### config.mk
export PLATFORM = sky130hd
export DESIGN_NAME = mem_arbiter
export DESIGN_NICKNAME = d
export VERILOG_FILES = /design/src/rtl/mem_arbiter.sv
export SDC_FILE = /design/constraint.sdc
export NUM_CORES = 1
export LEC_CHECK = 0
export CORE_AREA = 8 8 99 101
export CTS_BUF_LIST = sky130_fd_sc_hd__clkbuf_8
export CTS_CLUSTER_DIAMETER = 60
export CTS_CLUSTER_SIZE = 20
export DETAILED_ROUTE_END_ITERATION = 7
export DIE_AREA = 0 0 107 109
export PLACE_DENSITY = 0.77
export RECOVER_POWER = 50
export SLEW_MARGIN = 20
export SYNTH_ARGS = -nofsm -noshare
export SYNTH_HDL_FRONTEND = slang
export SYNTH_SLANG_ARGS = --single-unit
### constraint.sdc
create_clock -name clk -period 1.5 [get_ports clk]
set_input_delay 0.3 -clock clk [delete_from_list [all_inputs] [get_ports clk]]
set_output_delay 0.3 -clock clk [all_outputs]
set_load 0.05 [all_outputs]
### src/rtl/mem_arbiter.sv
// Shares one word-addressed memory port between instruction fetch (I) and load/store (D), one read in flight.
// Define MEM_ARB_STARVE_EN to let a fetch denied STARVE_LIMIT cycles in a row win the next arbitration.
module mem_arbiter #(
  parameter int STARVE_LIMIT = 4
) (
  input  logic        clk,
  input  logic        resetn,
  input  logic        i_req,
  input  logic [29:0] i_addr,
  output logic        i_gnt,
  output logic        i_rvalid,
  output logic [31:0] i_rdata,
  input  logic        d_re,
  input  logic [3:0]  d_we,
  input  logic [29:0] d_addr,
  input  logic [31:0] d_wdata,
  output logic        d_gnt,
  output logic        d_rvalid,
  output logic [31:0] d_rdata,
  output logic        m_req,
  output logic [3:0]  m_we,
  output logic [29:0] m_addr,
  output logic [31:0] m_wdata,
  input  logic        m_gnt,
  input  logic        m_rvalid,
  input  logic [31:0] m_rdata
);

  typedef enum logic {IDLE, WAIT_R} state_t;

  state_t state, state_next;
  logic   owner_d, owner_d_next;
  logic   d_req, d_store, starve_hit;
  logic   pick_i, pick_d, grant, read_grant;

  if (STARVE_LIMIT < 1 || STARVE_LIMIT > 15) begin : g_bad_limit
    $error("mem_arbiter: STARVE_LIMIT must be within 1..15");
  end

  // A nonzero byte-enable makes it a store regardless of d_re.
  assign d_store = |d_we;
  assign d_req   = d_re | d_store;

`ifdef MEM_ARB_STARVE_EN
  localparam logic [3:0] LIMIT = 4'(STARVE_LIMIT);
  logic [3:0] starve_cnt;

  always_ff @(posedge clk or negedge resetn) begin
    if (!resetn)
      starve_cnt <= '0;
    else if (i_gnt)
      starve_cnt <= '0;
    else if (state == IDLE && i_req && starve_cnt != LIMIT)
      starve_cnt <= starve_cnt + 4'd1;
  end

  assign starve_hit = (starve_cnt == LIMIT);
`else
  assign starve_hit = 1'b0;
`endif

  assign pick_i     = (state == IDLE) && i_req && (!d_req || starve_hit);
  assign pick_d     = (state == IDLE) && d_req && !pick_i;
  assign grant      = (pick_i | pick_d) & m_gnt;
  assign read_grant = grant & (pick_i | !d_store);

  always_ff @(posedge clk or negedge resetn) begin
    if (!resetn) begin
      state   <= IDLE;
      owner_d <= 1'b1;
    end else begin
      state   <= state_next;
      owner_d <= owner_d_next;
    end
  end

  always_comb begin
    state_next   = state;
    owner_d_next = owner_d;
    case (state)
      IDLE: begin
        if (read_grant) begin
          state_next   = WAIT_R;
          owner_d_next = pick_d;
        end
      end
      WAIT_R: begin
        if (m_rvalid)
          state_next = IDLE;
      end
      default: state_next = IDLE;
    endcase
  end

  // Read data is broadcast to both sides; only the valid strobes are steered to the owner.
  always_comb begin
    m_req    = (state == IDLE) && (i_req || d_req);
    m_we     = pick_d ? d_we : 4'b0000;
    m_addr   = pick_d ? d_addr : i_addr;
    m_wdata  = pick_d ? d_wdata : 32'h0;
    i_gnt    = pick_i & m_gnt;
    d_gnt    = pick_d & m_gnt;
    i_rvalid = (state == WAIT_R) && m_rvalid && !owner_d;
    d_rvalid = (state == WAIT_R) && m_rvalid && owner_d;
  end

  assign i_rdata = m_rdata;
  assign d_rdata = m_rdata;

endmodule

# --- Word-level counts from Yosys, hierarchy flattened ---
# Cells that the tools add are included.
# W data, S select, Z words.
totals:
  reg_bits: 2
  in_bits: 134
  output_inout_bits: 135
  elab_cells: 31
classes:
  muxes: 6
  bitwise_logic: 8
  reduce_logical: 15
op_table:
  columns: ["cell", "n"]
  rows:
  - ["$mux W32", 1]
  - ["$mux W30", 1]
  - ["$logic_and A1 B1 Y1", 8]
  - ["$and A1 B1 Y1", 4]
  - ["$logic_not A1 Y1", 4]
  - ["$mux W4", 1]
  - ["$reduce_or A4 Y1", 1]
  - ["$or A1 B1 Y1", 3]
  - ["$mux W1", 2]
  - ["$pmux W1 S2", 1]
  - ["$reduce_and A2 Y1", 1]
  - ["$logic_or A1 B1 Y1", 1]
  - ["$not A1 Y1", 1]

# --- Depth between registers and ports, before layout ---
# Gate-level depths: netlist of run 1.
logic_depth:
  word_depth: 11
  ltp_mapped: 4
  ltp_nobuf: 3

# --- Worst setup path after synthesis of run 1 ---
# OpenSTA, ideal clock, no wires.
synth_timing:
  path_kind: "register -> output"
  startpoint: "register state"
  endpoint: "output m_wdata[10]"
  arrival_ns: 1.480
  required_time_ns: 1.200
  path_slack_ns: -0.280
  path_stages_with_launch: 5
  n_path_buf: 2
  cell_sequence: "dfrtp_1 > clkbuf_1 > a21oi_4 > clkbuf_1 > and2_1"
synth_between:
  elab_chain_cells: 6
  elab_cells_between_ends: 7
  classes_between: "1 x mux; 1 x bitwise; 5 x reduce/logical"
synth_lines:
  columns: ["item", "line", "rtl"]
  rows:
  - ["from (decl)", "31", "state_t state, state_next;"]
  - ["from (signal assigned)", "72", "state <= state_next;"]
  - ["$not A1 Y1 (*)", null, null]
  - ["$logic_and A1 B1 Y1 (2 in a row)", "62", "assign pick_i = (state == IDLE) && i_req && (!d_req || starve_hit);"]
  - ["$logic_not A1 Y1", "63", "assign pick_d = (state == IDLE) && d_req && !pick_i;"]
  - ["$logic_and A1 B1 Y1 (*)", "63", null]
  - ["$mux W32 (*)", "100", "m_wdata = pick_d ? d_wdata : 32'h0;"]
  - ["to (decl)", "23", "output logic [31:0] m_wdata,"]
# Mark *: on every way between the ends. The rest lies on a longest branch, timed or not.

# --- Worst setup path after layout of run 1 ---
layout_timing:
  startpoint: "register state"
  endpoint: "output m_addr[29]"
layout_between:
  elab_chain_cells: 6
  elab_cells_between_ends: 7
  classes_between: "1 x mux; 1 x bitwise; 5 x reduce/logical"
layout_lines:
  columns: ["item", "line", "rtl"]
  rows:
  - ["$not A1 Y1 (*)", null, null]
  - ["$logic_and A1 B1 Y1 (2 in a row)", "62", null]
  - ["$logic_not A1 Y1", "63", null]
  - ["$logic_and A1 B1 Y1 (*)", "63", null]
  - ["$mux W30 (*)", "99", "m_addr = pick_d ? d_addr : i_addr;"]
  - ["to (decl)", "22", "output logic [29:0] m_addr,"]
# Marked as above.

==> results of run 1 <==
[synthesized netlist by cell type]
master     instances
a32o_1             1
and2_1            34
o2111ai_1          1
nand3_1            1
dfrtp_1            1
nand2_1            1
nor2_1             1
clkbuf_1           4
inv_1              3
dfstp_2            1
nor4_4             1
mux2_2             3
buf_4             64
and3_1             2
nor2b_1            5
a21oi_4            1
mux2_4            27
buf_6              3
o21ai_0            1
a21oi_1            1
[path summary, 6_finish.rpt]
| check | from | end | slack, ps | depth (start not counted) |
|---|---|---|---|---|
| worst max register to register | state$_DFF_PN0_ | owner_d$_DFFE_PN1P_ | 290 | 5 |
| worst min register to register | owner_d$_DFFE_PN1P_ | owner_d$_DFFE_PN1P_ | 590 | 1 |
| worst min-delay path | resetn | state$_DFF_PN0_ | 330 | 1 |
| min in group clk | m_rvalid | state$_DFF_PN0_ | 360 | 2 |
| max in group asynchronous | resetn | owner_d$_DFFE_PN1P_ | 960 | 1 |
| worst max-delay path | state$_DFF_PN0_ | m_addr[29] | -430 | 5 |
[per-stage QoR]
step,utilization [%],area (sq um),power (W)
after global placement,34.3,2880,0.00140
final,41.6,3480,0.00184
after CTS,40.8,3420,0.00184
after floorplan,-,1480,0.00129
after global routing,41.6,3480,0.00191
after detailed placement,34.3,2880,0.00141
[power by group]
group	internal, W	total, W	switching, W
clock network	0.000173	0.000220	0.0000461
registers	0.0000671	0.0000768	0.00000972
logic	0.000807	0.00154	0.000733
total	0.00105	0.00184	0.000789
[registers in the layout (all words and copies together) (netlist names)]
name	cells
state	1
owner_d	1
[logic make-up after synthesis]
group / Yosys count
AND/OR/NAND/NOR: 45
AO/OA/AOI/OAI: 5
multiplexers: 30
buffers and inverters: 74
flip-flops: 2
[cell type report]
type                    count  area (sq um)  share of cell area, %
clock buffers               3          41.3                   1.18
well taps                 108           135                   3.88
flip-flops and latches      2          51.3                   1.47
multi-input cells          80           888                   25.5
inverters                   3          11.3                  0.323
repair buffers            192          2350                   67.5
clock inverters             1          3.75                  0.108
[layer usage]
metal / wire, microns / up-vias / share of wire, % / GRT usage, %
met5: 0 / - / 0 / 0
met3: 819 / 21 / 12 / 4.73
met1: 1980 / 669 / 29 / 9.28
met4: 123 / 0 / 1.8 / 3.82
li1: - / 696 / - / -
met2: 3840 / 104 / 57 / 20.6
[what timing repair did]
item,CTS,global route
resized for setup,111,13
pin swaps,22,6
gates cloned,5,1
setup buffers,3,2
endpoints found under the setup margin,66,67
[critical path, delay by kind of cell (launching register included)]
family | cells | cell delay, ps
buf+inv | 3 | 500
flops | 1 | 410
mux | 1 | 350
compound gates | 1 | 150
==> results.tsv, run 1 <==
metric	value	unit
cts_made_buffers	3	
layout_common_cells	clkdlybuf4s50_1, buf_6, and2_4	
leakage	1.64	nW
drive_above_1_share	61.6	%
die_h	109	microns
num-fill-cells	789	
drc	0	
drt-initial-drc-count	23	
layout_setup_ws	-429	ps
antenna_left	0	
clock_latency	210	ps
hold_buffers	0	
critPathMaxFanout	7	
drv_cap	0	
cts_tree	done	
rsz0062_at_grt	yes	
num_antenna_cells	0	
cts-root-buf	clkbuf_8	
end_kind	primary output	
status	complete, but fails checks	
synthMuxAreaShare	32.1	%
cp_slowest_stage_delay	410	ps
cp_common_cell	buf_12	
violations	negative setup slack	
drt_first_pass_iters	4	
first_global_vias	1704	
dp_hpwl	5460	microns
path_class	register to primary output	
post_synth_instance_area	0.00137	sq mm
track_usage	10.5	%
worstMarginPinSlew	291	ps
wire_per_inst	17.4	microns
syn_nets	290	
ys_seq_elements	2	
ioPinCount	269	
tns	-24460	ps
slowest_stage	dfrtp_1	
synth_area_leaders	buf_4, mux2_4, and2_1	
synthSimpleGateAreaFrac	21.2	%
cts_max_level	1	
die_area	0.0117	sq mm
die_x	107	microns
fp-row-count	34	
required	1200	ps
slew_viol_final	0	
setup_viol	65	
grt_pass1_wl	9760	microns
final_cells	389	
yosysTopAreaCellShare	35.2	%
cts.sinks	2	
yosys_warnings	0	
drt-total-wl	6760	microns
ys_seq_area_share	3.75	%
hold_path_class	input pin to asynchronous set/reset pin	
syn-mean-instance-area	8.76	sq um
core	0.00838	sq mm
antenna_found_initial	0	
fin_skew	2.27	ps
finalHoldViolCount	0	
finalCritPeriodShare	129	%
fmax	0.518	GHz
area_growth	155	%
port_buffers	172	
final.min_clock_period	1930	ps
gp_congestion	0.748	
cp_cell_sequence	a21oi_4 > buf_12 > clkbuf_16 > mux2_2 > buf_12	
final_nets	416	
grt_start_max_net_pins	12	
grt.overflow.total	0	
hold_slack	325	ps
cts.path.max_buffers	2	
num_vias	1490	
synth_top_family_by_area	buffers and inverters	
vias_per_cell	3.83	
final_common_cell	clkdlybuf4s50_1	
placedCellCount	376	
initial_utilization	16.3	%
synth.distinct_cells	20	
synthAdderAreaFrac	0	%
synth_xor_area_share	0	%
preCtsSetupSlack	-757	ps
synth_top_area_cell	buf_4	
worstSetupStartpointType	register	
synth_compound_area_share	3.30	%
critPathArrivalTime	1630	ps
clkTransAtPathRegs	30	ps
relSlewSlack	80.5	%
vdd_drop_max	511	uV
synth_cells	156	
p_per_area	527	mW/mm^2
Note: power is estimated with default switching activity, not from simulation.
==> inputs of run 2 (changes only) <==
--- a/config.mk
+++ b/config.mk
@@ -13,6 +13,7 @@
 export DIE_AREA = 0 0 107 109
 export PLACE_DENSITY = 0.77
 export RECOVER_POWER = 50
+export SETUP_SLACK_MARGIN = 0.4
 export SLEW_MARGIN = 20
 export SYNTH_ARGS = -nofsm -noshare
 export SYNTH_HDL_FRONTEND = slang
==> run 2 against run 1 <==
The run still ends with negative setup slack left; routed wire length is 11% higher; sequential cell count is the same; register-to-register slack is essentially flat; non-clock buffer count up 6; combinational power up 7%; maximum frequency shrank 5.0%; critical path depth grew 3; die area unchanged; sequential power increased by 1%; largest cell class unchanged; largest power group unchanged.
==> results.tsv, run 2 (same netlist as run 1, synthesis figures left out) <==
metric	value	unit	change
status	complete, but fails checks		
violations	negative setup slack		
fmax	0.492	GHz	-5.0%
cts_made_buffers	3		unchanged
r2r_slack	300	ps	about the same
hold_buffers	0		unchanged
final_nets	422		+1.4%
cts.path.max_buffers	2		unchanged
grt.overflow.total	0		unchanged
worstSetupStartpointType	input pin		
p_per_area	521	mW/mm^2	-1.1%
cts_max_level	1		unchanged
preCtsSetupSlack	-813	ps	-55.1 ps
placedCellCount	372		-1.1%
final_cells	395		+1.5%
grt_start_max_net_pins	13		+1
drt-initial-drc-count	45		+96%
layout_setup_ws	-531	ps	-102 ps
die_area	0.0117	sq mm	unchanged
vias_per_cell	3.76		-1.8%
cts-root-buf	clkbuf_8		
num_antenna_cells	0		unchanged
track_usage	11.5	%	+0.91 points
drive_above_1_share	64.5	%	+2.9 points
num-fill-cells	762		-3.4%
die_h	109	microns	unchanged
relSlewSlack	79.3	%	-1.2 points
finalHoldViolCount	0		unchanged
fp-row-count	34		unchanged
power	0.00195	W	+5.9%
final_common_cell	clkdlybuf4s50_1		
vdd_drop_max	451	uV	-12%
final.min_clock_period	2030	ps	+102 ps
drc	0		unchanged
setup_viol	65		unchanged
grt_pass1_wl	10200	microns	+4.8%
required	1200	ps	about the same
critPathArrivalTime	1730	ps	+100 ps
layout_common_cells	clkdlybuf4s50_1, and2_4, mux2_4, buf_6, buf_12		
ioPinCount	269		unchanged
fin_skew	3.28	ps	+1.01 ps
wire_per_inst	19.0	microns	+9.1%
initial_utilization	16.3	%	unchanged
gp_congestion	0.751		+0.40%
slew_viol_final	0		unchanged
first_global_vias	1622		-4.8%
die_x	107	microns	unchanged
dp_hpwl	5680	microns	+4.0%
rsz0062_at_grt	yes		
cts_tree	done		
worstMarginPinSlew	308	ps	+17.6 ps
end_kind	primary output		
drt_first_pass_iters	4		unchanged
drt-total-wl	7490	microns	+11%
hold_path_class	input pin to asynchronous set/reset pin		
reg.largest.list	owner_d (1), state (1)		
finalCritPeriodShare	135	%	+6.8 points
path_class	input pin to primary output		
drv_cap	0		unchanged
clkTransAtPathRegs	30	ps	about the same
leakage	1.74	nW	+6.1%
port_buffers	172		unchanged
antenna_found_initial	0		unchanged
cts.sinks	2		unchanged
antenna_left	0		unchanged
num_vias	1485		-0.34%
clock_latency	210	ps	about the same
area_growth	173	%	
critPathMaxFanout	6		-1
core	0.00838	sq mm	unchanged
-- run 2: cell types whose count changed in the layout (fill, tap and decap cells not counted), moves of 3 or more --
cell | before | now
buf_6 | 42 | 30
buf_4 | 5 | 8
nor2b_4 | 0 | 4
nor2b_2 | 4 | 1
buf_12 | 14 | 28
-- run 2: timing repair --
item / CTS / global route
resized for setup: 109 / 13
endpoints found under the setup margin: 73 / 73
setup buffers: 8 / 3
cloned: 7 / 1
pin swaps: 22 / 12
-- run 2: final timing paths --
path                                           from  depth (start not counted)                   to
worst max-delay path                        d_we[2]                          8           m_addr[29]
max in group asynchronous                    resetn                          1  owner_d$_DFFE_PN1P_
worst max register to register      state$_DFF_PN0_                          5  owner_d$_DFFE_PN1P_
worst min-delay path                         resetn                          1      state$_DFF_PN0_
min in group clk                           m_rvalid                          2      state$_DFF_PN0_
worst min register to register  owner_d$_DFFE_PN1P_                          1  owner_d$_DFFE_PN1P_
-- run 2: worst max-delay path: stages --
cell,delay (ps)
buf_6,100
nor4_4,350
a21oi_4,100
buf_6,140
buf_12,130
buf_16,140
mux2_4,320
buf_12,150
-- run 2: layer usage --
metal,wire length [microns],global-route usage (%)
met4,149,4.02
met5,0,0
met3,646,3.19
met1,2530,11.8
met2,4160,21.7
-- run 2: metrics by stage --
step | hold WS [ps] | util, % | cell area (sq um) | setup TNS, ps
6_report | 318 | 44.5 | 3730 | -27060
3_5_place_dp | 476 | 36.1 | 3030 | -46730
2_1_floorplan | 4.41 | - | 1540 | -6930
5_1_grt | 316 | 44.5 | 3730 | -30710
4_1_cts | 247 | 43.5 | 3650 | -27940
3_3_place_gp | 471 | 36.1 | 3030 | -44510
-- run 2: report_power, final --
part | total (W) | switching (W) | leakage [nW] | internal (W)
logic | 0.00165 | 0.000768 | 1.69 | 0.000877
clock network | 0.000223 | 0.0000490 | 0.0269 | 0.000174
registers | 0.0000778 | 0.0000105 | 0.0227 | 0.0000672
-- run 2: layout make-up --
type | count | area [sq um] | area share (%)
inverter | 3 | 11.3 | 0.302
clock buffer | 3 | 41.3 | 1.11
tap | 108 | 135 | 3.62
sequential | 2 | 52.6 | 1.41
clock inverter | 1 | 3.75 | 0.101
timing repair buffer | 198 | 2540 | 68.0
multi-input combinational | 80 | 951 | 25.5
==> inputs of run 3 (changes only) <==
--- a/config.mk
+++ b/config.mk
@@ -5,15 +5,14 @@
 export SDC_FILE = /design/constraint.sdc
 export NUM_CORES = 1
 export LEC_CHECK = 0
-export CORE_AREA = 8 8 99 101
+export CORE_AREA = 8 8 97 99
 export CTS_BUF_LIST = sky130_fd_sc_hd__clkbuf_8
 export CTS_CLUSTER_DIAMETER = 60
 export CTS_CLUSTER_SIZE = 20
 export DETAILED_ROUTE_END_ITERATION = 7
-export DIE_AREA = 0 0 107 109
+export DIE_AREA = 0 0 105 107
 export PLACE_DENSITY = 0.77
 export RECOVER_POWER = 50
-export SETUP_SLACK_MARGIN = 0.4
 export SLEW_MARGIN = 20
 export SYNTH_ARGS = -nofsm -noshare
 export SYNTH_HDL_FRONTEND = slang
==> constraint.sdc (replaced) <==
create_clock -name clk -period 2.18 [get_ports clk]
set_input_delay 0.436 -clock clk [delete_from_list [all_inputs] [get_ports clk]]
set_output_delay 0.436 -clock clk [all_outputs]
set_load 0.05 [all_outputs]
==> run 3 against run 2 <==
The run still ends with negative setup slack left; clock skew down 2.9 ps; final cell count down 3.8%; via count down 1.1%; non-clock buffer count down 12; critical path depth down 1; worst setup slack better by 490 ps; critical endpoint is now m_addr[1]; largest cell class unchanged; highest routed layer unchanged.
==> results.tsv, run 3 (same netlist as run 1, synthesis figures left out) <==
metric	value	unit	change
status	complete, but fails checks		
violations	negative setup slack		
drc	0		unchanged
antenna_left	0		unchanged
path_depth	7		-1
grt.busiest_layer	met2		
relSlewSlack	79.6	%	+0.27 points
final_common_cell	clkdlybuf4s50_1		
layout_common_cells	clkdlybuf4s50_1, buf_12, mux2_4		
grt.overflow.total	0		unchanged
cts.sinks	2		unchanged
cts_made_buffers	3		unchanged
track_usage	11.5	%	about the same
gp_congestion	0.775		+3.1%
r2r_slack	1030	ps	+730 ps
critPathBufInv	4		-1
drv_cap	0		unchanged
cts_tree	done		
design_area	0.00354	sq mm	-5.2%
antenna_found_initial	0		unchanged
final.min_clock_period	2220	ps	
p_per_area	370	mW/mm^2	-29%
cts.path.max_buffers	2		unchanged
critPathArrivalTime	1780	ps	+50 ps
num-fill-cells	712		-6.6%
place_area	0.00318	sq mm	+4.9%
rsz0062_at_grt	yes		
first_global_vias	1638		+0.99%
setup_viol	30		-54%
core	0.00793	sq mm	-5.4%
initial_utilization	17.2	%	+0.93 points
fp-row-count	33		-2.9%
layout_setup_ws	-37.3	ps	+494 ps
grt_util_met3	6.66	%	+3.5 points
critPathMaxFanout	7		+1
worstSetupStartpointType	input pin		
slew_viol_final	0		unchanged
cp_slowest_stage_delay	350	ps	about the same
grt_start_max_net_pins	22		+9
reg.largest.list	owner_d (1), state (1)		
port_buffers	172		unchanged
grt_pass1_wl	10100	microns	-1.1%
die_h	107	microns	-1.8%
drt-initial-drc-count	15		-67%
area_growth	159	%	
reg2reg_from	state$_DFF_PN0_		
clkTransAtPathRegs	30	ps	about the same
r2r-end	owner_d$_DFFE_PN1P_		
wire_per_inst	18.0	microns	-4.9%
slowest_stage	nor4_4		
leakage	1.61	nW	-7.2%
path_class	input pin to primary output		
cp_cell_sequence	buf_8 > nor4_4 > a21oi_4 > buf_6 > buf_16 > mux2_4 > buf_12		
cpLargestDelayFamily	buffers and inverters		
cts-root-buf	clkbuf_8		
vdd_drop_max	163	uV	-64%
fmax	0.451	GHz	
drt_first_pass_iters	2		-2
required	1740	ps	+540 ps
hold_slack	454	ps	+136 ps
die_x	105	microns	-1.9%
die_area	0.0112	sq mm	-3.7%
end_kind	primary output		
r2r_cells	4		-1
num_antenna_cells	0		unchanged
finalCritPeriodShare	102	%	
drive_above_1_share	51.3	%	-13 points
finalHoldViolCount	0		unchanged
use_met2	20.1	%	-1.6 points
crit_start	d_we[2]		
worstMarginPinSlew	304	ps	-4.08 ps
vias_per_cell	3.87		+2.8%
hold_path_class	input pin to asynchronous set/reset pin		
final_nets	410		-2.8%
grt_util_met1	11.2	%	-0.58 points
cts_max_level	1		unchanged
drt-total-wl	6850	microns	-8.5%
fin_skew	0.333	ps	-2.95 ps
num_vias	1469		-1.1%
cp-endpoint	m_addr[1]		
dp_hpwl	5840	microns	+2.8%
clock_latency	220	ps	about the same
ioPinCount	269		unchanged
-- run 3: cell count changes in the layout (fill, tap and decap cells not counted), moves of 4 or more --
| cell | change |
|---|---|
| buf_6 | -10 |
| nor2b_1 | +5 |
| buf_16 | -4 |
| buf_8 | -19 |
| and2_4 | -19 |
| buf_12 | +23 |
| and2_1 | +19 |
| nor2b_4 | -4 |
-- run 3: power by group --
| group | switching [W] | internal, W | total, W | leakage [nW] |
|---|---|---|---|---|
| combinational | 0.000511 | 0.000591 | 0.00110 | 1.56 |
| sequential | 0.00000440 | 0.0000460 | 0.0000504 | 0.0243 |
| clock | 0.0000373 | 0.000120 | 0.000157 | 0.0269 |
-- run 3: routing by layer --
metal | up-vias | part of all wire [%] | wire length (microns)
li1 | 678 | - | -
met4 | 0 | 1.2 | 85
met2 | 125 | 50 | 3460
met1 | 659 | 36 | 2440
met3 | 7 | 13 | 873
met5 | - | 0 | 0
-- run 3: metrics by stage --
step | worst slack, ps | util [%] | cells | setup TNS, ps | power, W
5_1_grt | -76.0 | 44.6 | 380 | -2070 | 0.00136
4_1_cts | -53.9 | 44.3 | 379 | -1010 | 0.00131
3_5_place_dp | -370 | 40.1 | 369 | -18780 | 0.00107
6_report | -37.3 | 44.6 | 380 | -536 | 0.00131
2_1_floorplan | 218 | - | 156 | 0 | 0.000841
3_3_place_gp | -352 | 40.1 | 369 | -17630 | 0.00106
-- run 3: repair_timing --
action | 4_1_cts | 5_1_grt
setup endpoints to repair | 65 | 61
pin swaps | 12 | 1
cloned | 4 | 0
hold buffers | 0 | 0
buffers inserted | 2 | 1
resized for setup | 65 | 7
-- run 3: worst min-delay path by stage --
| stage | from | end | slack (ps) | depth (start not counted) |
|---|---|---|---|---|
| detailed placement | owner_d$_DFFE_PN1P_ | owner_d$_DFFE_PN1P_ | 580 | 1 |
| floorplan | resetn | state$_DFF_PN0_ | 140 | 0 |
| CTS | resetn | state$_DFF_PN0_ | 380 | 1 |
| finish | resetn | state$_DFF_PN0_ | 450 | 1 |
| global placement | owner_d$_DFFE_PN1P_ | owner_d$_DFFE_PN1P_ | 590 | 1 |
| global route | resetn | state$_DFF_PN0_ | 450 | 1 |
-- run 3: cell type report --
class | instances | area, sq um | share of cell area (%)
clock buffer | 3 | 41.3 | 1.17
clock inverter | 1 | 3.75 | 0.106
tap | 105 | 131 | 3.71
inverter | 3 | 11.3 | 0.318
sequential | 2 | 51.3 | 1.45
timing repair buffer | 186 | 2480 | 70.2
multi-input combinational | 80 | 816 | 23.1
